===== config.mk =====
export PLATFORM = sky130hd
export DESIGN_NAME = debounce_bank
export DESIGN_NICKNAME = d
export VERILOG_FILES = /design/src/rtl/debounce_bank.sv
export SDC_FILE = /design/constraint.sdc
export NUM_CORES = 1
export LEC_CHECK = 0
export BUFFER_PORTS_ARGS = -buffer_cell sky130_fd_sc_hd__buf_2
export CORE_ASPECT_RATIO = 0.75
export CORE_MARGIN = 2
export CORE_UTILIZATION = 55
export CTS_CLUSTER_DIAMETER = 150
export DETAILED_ROUTE_END_ITERATION = 6
export MAX_ROUTING_LAYER = met4
export PLACE_DENSITY_LB_ADDON = 0.3
export SLEW_MARGIN = 20
export SYNTH_ARGS = -nofsm -noshare
export SYNTH_HDL_FRONTEND = slang
export SYNTH_SLANG_ARGS = --single-unit

===== constraint.sdc =====
create_clock -name clk -period 2.15 [get_ports clk]
set_clock_uncertainty 0.1 [all_clocks]
set_input_delay 0.43 -clock clk [delete_from_list [all_inputs] [get_ports clk]]
set_output_delay 0.43 -clock clk [all_outputs]
set_load 0.02 [all_outputs]

===== src/rtl/debounce_bank.sv =====
// N-channel debouncer: 2-flop synchroniser, stability counter, rise/fall/press
// pulses and an optional per-channel auto-repeat FSM driving press.
//
// Auto-repeat FSM (per channel, present only when REPEAT_EN != 0)
//   state   | meaning
//   ST_IDLE | level is 0, no repeat timing running
//   ST_HOLD | level is 1, timing the initial hold before the first repeat
//   ST_RPT  | level is 1, emitting a repeat pulse every REPEAT_CYCLES
module debounce_bank #(
  parameter int N_CH          = 4,
  parameter int STABLE_CYCLES = 4095,
  parameter int REPEAT_EN     = 0,
  parameter int HOLD_CYCLES   = 50000000,
  parameter int REPEAT_CYCLES = 10000000
) (
  input  logic            clk,
  input  logic            rst_n,
  input  logic [N_CH-1:0] btn_in,
  output logic [N_CH-1:0] level,
  output logic [N_CH-1:0] rise,
  output logic [N_CH-1:0] fall,
  output logic [N_CH-1:0] press
);

  localparam int            CW          = $clog2(STABLE_CYCLES);
  localparam logic [CW-1:0] STABLE_LAST = CW'(STABLE_CYCLES - 1);

  typedef enum logic [1:0] {ST_IDLE, ST_HOLD, ST_RPT} rpt_state_t;

  logic [N_CH-1:0] sync1;
  logic [N_CH-1:0] sync2;

  always_ff @(posedge clk or negedge rst_n) begin
    if (!rst_n) begin
      sync1 <= '0;
      sync2 <= '0;
    end else begin
      sync1 <= btn_in;
      sync2 <= sync1;
    end
  end

  for (genvar i = 0; i < N_CH; i++) begin : g_ch
    logic          cand;
    logic [CW-1:0] cnt;
    logic          level_q;
    logic          rise_q;
    logic          fall_q;
    logic          press_q;
    logic          accept;
    logic          rise_nxt;
    logic          fall_nxt;
    logic          rep_pulse;

    // The counter saturates once the candidate is accepted, so accept stays
    // high while the input is steady; edges are qualified against level.
    assign accept   = (sync2[i] == cand) && (cnt == STABLE_LAST);
    assign rise_nxt = accept & cand & ~level_q;
    assign fall_nxt = accept & ~cand & level_q;

    always_ff @(posedge clk or negedge rst_n) begin
      if (!rst_n) begin
        cand    <= 1'b0;
        cnt     <= '0;
        level_q <= 1'b0;
        rise_q  <= 1'b0;
        fall_q  <= 1'b0;
        press_q <= 1'b0;
      end else begin
        rise_q  <= rise_nxt;
        fall_q  <= fall_nxt;
        press_q <= rise_nxt | rep_pulse;
        if (sync2[i] != cand) begin
          cand <= sync2[i];
          cnt  <= '0;
        end else if (cnt == STABLE_LAST) begin
          level_q <= cand;
        end else begin
          cnt <= cnt + 1'b1;
        end
      end
    end

    if (REPEAT_EN != 0) begin : g_rpt
      localparam int RMAX = (HOLD_CYCLES > REPEAT_CYCLES) ? HOLD_CYCLES : REPEAT_CYCLES;
      localparam int RW   = $clog2(RMAX);
      localparam logic [RW-1:0] HOLD_LAST = RW'(HOLD_CYCLES - 1);
      localparam logic [RW-1:0] RPT_LAST  = RW'(REPEAT_CYCLES - 1);

      rpt_state_t    state_q;
      rpt_state_t    state_d;
      logic [RW-1:0] rcnt_q;
      logic [RW-1:0] rcnt_d;

      always_ff @(posedge clk or negedge rst_n) begin
        if (!rst_n) begin
          state_q <= ST_IDLE;
          rcnt_q  <= '0;
        end else begin
          state_q <= state_d;
          rcnt_q  <= rcnt_d;
        end
      end

      // Release is checked first so it suppresses a coincident repeat pulse.
      always_comb begin
        state_d   = state_q;
        rcnt_d    = rcnt_q;
        rep_pulse = 1'b0;
        if (fall_nxt) begin
          state_d = ST_IDLE;
          rcnt_d  = '0;
        end else begin
          case (state_q)
            ST_IDLE: begin
              if (rise_nxt) begin
                state_d = ST_HOLD;
                rcnt_d  = '0;
              end
            end
            ST_HOLD: begin
              if (rcnt_q == HOLD_LAST) begin
                rep_pulse = 1'b1;
                rcnt_d    = '0;
                state_d   = ST_RPT;
              end else begin
                rcnt_d = rcnt_q + 1'b1;
              end
            end
            ST_RPT: begin
              if (rcnt_q == RPT_LAST) begin
                rep_pulse = 1'b1;
                rcnt_d    = '0;
              end else begin
                rcnt_d = rcnt_q + 1'b1;
              end
            end
            default: begin
              state_d = ST_IDLE;
              rcnt_d  = '0;
            end
          endcase
        end
      end
    end else begin : g_norpt
      assign rep_pulse = 1'b0;
    end

    assign level[i] = level_q;
    assign rise[i]  = rise_q;
    assign fall[i]  = fall_q;
    assign press[i] = press_q;
  end

endmodule

==> reports/results.ini <==
[synth]
netlist_area_mm2 = 0.00350
synth_nets = 343
ys_warn_count = 0
syn_inst = 329
avgSynthCellArea_um2 = 10.6
ys_seq_area_frac = 0.515
ys_ff_latch = 72
synth_cell_type_count = 48

[timing]
finalHoldViolCount = 0
setup_viol = 0
max_slew_margin = 0.513
worstMarginPinSlew_ns = 0.729
fin_ws_ns = 0.187
period_minus_slack_ns = 1.96
finalMaxSlewViolations = 0
max_freq_mhz = 509
finalSetupTns_ns = 0
holdWs_ns = 0.0881
period_share = 0.913
rsz0062_at_grt = false

[place]
place_congestion = 0.780
dp_slack_ns = 0.134
placed_area_mm2 = 0.00358
post-dp-hpwl_um = 4210
port_buffers = 21

[cells_and_area]
syn2layout_area_growth_pct = 8.54
final_common_cell = dfrtp_1
antenna_cells = 0
design_area_mm2 = 0.00380
most-common-layout-cells = dfrtp_1 (72), nand2_1 (21), buf_2 (20)
nNetsFinal = 352
layout-drive-gt1-share = 0.160

[global_route]
antenna_found_initial = 0
grt_max_degree = 56
grt_pass1_vias = 2270
grt.total_usage = 0.201
grt_pass1_wl_um = 10500
grt.overflow.total = 0

[floorplan]
start_util = 0.562
rows = 25
die_x_um = 96.1
die-area_mm2 = 0.00703
ioPinCount = 22
core_area_mm2 = 0.00622
die_h_um = 73.1

[run]
maxCapViolCount = 0

[drt]
via_per_inst = 5.82
drt-total-wl_um = 6080
drt-met1-wl_um = 2970
via_count = 2469
top_layer = met4
wire_per_inst_um = 14.3
wl_met2_um = 2760
ant_nets = 0
dr.pass1.iters = 4
met3_length_um = 323
drtIter0Drc = 191
route.detailed.drc = 0

[pwr]
ir_drop_mv = 0.529
cellPowerDensity_mw_per_mm2 = 722
finalPower_w = 0.00274
p_leak_nw = 1.67

[clock_tree]
path_clk_slew_ns = 0.08
cts_root_buf = clkbuf_8
cts_max_level = 3
cts_tree = done
cts_buffer_depth = 2
clk_latency_ns = 0.34
numCtsBuffers = 9
clock_sinks = 72

[setup_path]
crit_fanout = 10
critical_path_class = flop to flop
startpoint_type = flop
critical_path_required_ns = 2.28
arrival_ns = 2.09
r2r_cells = 6
crit_path_end_kind = flop

[outcome]
status = complete, no violations

[worst_hold_path]
min_path_cells = 1
hold_class = input port to flop

state kept, by name, summed over array words and instances (netlist names):
signal and flops:
g_ch.press_q 4, g_ch.cand 4, sync2 4, g_ch.fall_q 4
sync1 4, g_ch.cnt 48, g_ch.level_q 4
path summary, 6_finish.rpt:
path / startpoint / end / slack (ns)
setup / recovery: g_ch[2].cnt[0]$_DFFE_PN0P_ / g_ch[2].cnt[0]$_DFFE_PN0P_ / 0.19
hold / removal: btn_in[2] / sync1[2]$_DFF_PN0_ / 0.09
setup reg to reg: g_ch[2].cnt[0]$_DFFE_PN0P_ / g_ch[2].cnt[0]$_DFFE_PN0P_ / 0.19
hold reg to reg: sync1[2]$_DFF_PN0_ / sync2[2]$_DFF_PN0_ / 0.26
max in group asynchronous: rst_n / g_ch[0].cnt[2]$_DFFE_PN0P_ / 0.99
min in group asynchronous: rst_n / g_ch[1].cnt[7]$_DFFE_PN0P_ / 0.39
cells by family (layout without fill, tap and decap cells):
kind of cell | Yosys count | count (layout) | share of synthesized area
buf+inv | 38 | 52 | 0.0600
xor+xnor | 18 | 18 | 0.0450
fa+ha+maj | 8 | 8 | 0.0286
simple gates | 110 | 110 | 0.185
mux | 4 | 4 | 0.0114
compound gates | 79 | 79 | 0.155
flops | 72 | 72 | 0.515
critical path, stage by stage, from the launching register on:
cell	delay [ns]
dfrtp_1	0.44
inv_1	0.09
ha_1	0.14
nand4_1	0.23
or3_1	0.56
xnor2_1	0.23
nor2_1	0.06
cell type report:
cell class / count / area (um^2)
Timing Repair Buffer: 26 / 160
Clock inverter: 4 / 51.3
Sequential cell: 72 / 1800
Fill cell: 500 / 2420
Tap cell: 81 / 101
Clock buffer: 12 / 155
Multi-Input combinational cell: 219 / 1490
Inverter: 10 / 37.5
per-stage QoR:
step | utilization | std cells
after detailed placement | 0.575 | 407
after floorplan | - | 329
after global routing | 0.610 | 424
final | 0.610 | 424
after CTS | 0.610 | 424
after global placement | 0.575 | 407
synthesized netlist by cell type (all sizes together):
master,instances,area share
o2111ai,4,0.010
o31ai,3,0.0064
o311ai,5,0.013
nand3,9,0.014
o21ai,19,0.027
buf,20,0.041
and3,7,0.013
and4,5,0.013
a31oi,12,0.021
o41ai,4,0.010
or2,1,0.0018
and2,4,0.0071
or4,4,0.0086
dfrtp,72,0.51
ha,8,0.029
mux2i,4,0.011
xnor2,7,0.018
or3,6,0.011
nand2b,2,0.0036
nor2,19,0.020
o21a,1,0.0021
o21bai,2,0.0043
nor3b,1,0.0021
a41oi,1,0.0025
nand4,12,0.023
a21oi,13,0.020
nor3,11,0.016
nor4bb,2,0.0057
inv,10,0.011
or4b,1,0.0039
nand2,22,0.024
a41o,1,0.0032
clkbuf,8,0.0086
a211oi,6,0.014
o211ai,8,0.021
xor2,11,0.028
nor4b,4,0.018
metal layers:
layer / GRT usage / vias up
met5: - / -
met4: 0.0698 / 0
met3: 0.0671 / 2
met2: 0.287 / 55
met1: 0.270 / 1186
li1: - / 1226
power breakdown:
part / leakage (nW) / internal, W / total (W) / switching (W)
Sequential: 0.968 / 0.00140 / 0.00146 / 0.0000635
Combinational: 0.602 / 0.0000715 / 0.000181 / 0.000110
Clock: 0.103 / 0.000602 / 0.00110 / 0.000496
Total: 1.67 / 0.00207 / 0.00274 / 0.000669
timing repair:
item,CTS,global route
buffers inserted,0,0
setup endpoints to repair,0,1
gates resized for setup,0,1
endpoints found under the hold margin,17,0
hold buffers,1,0
(Power assumes the default switching activity.)
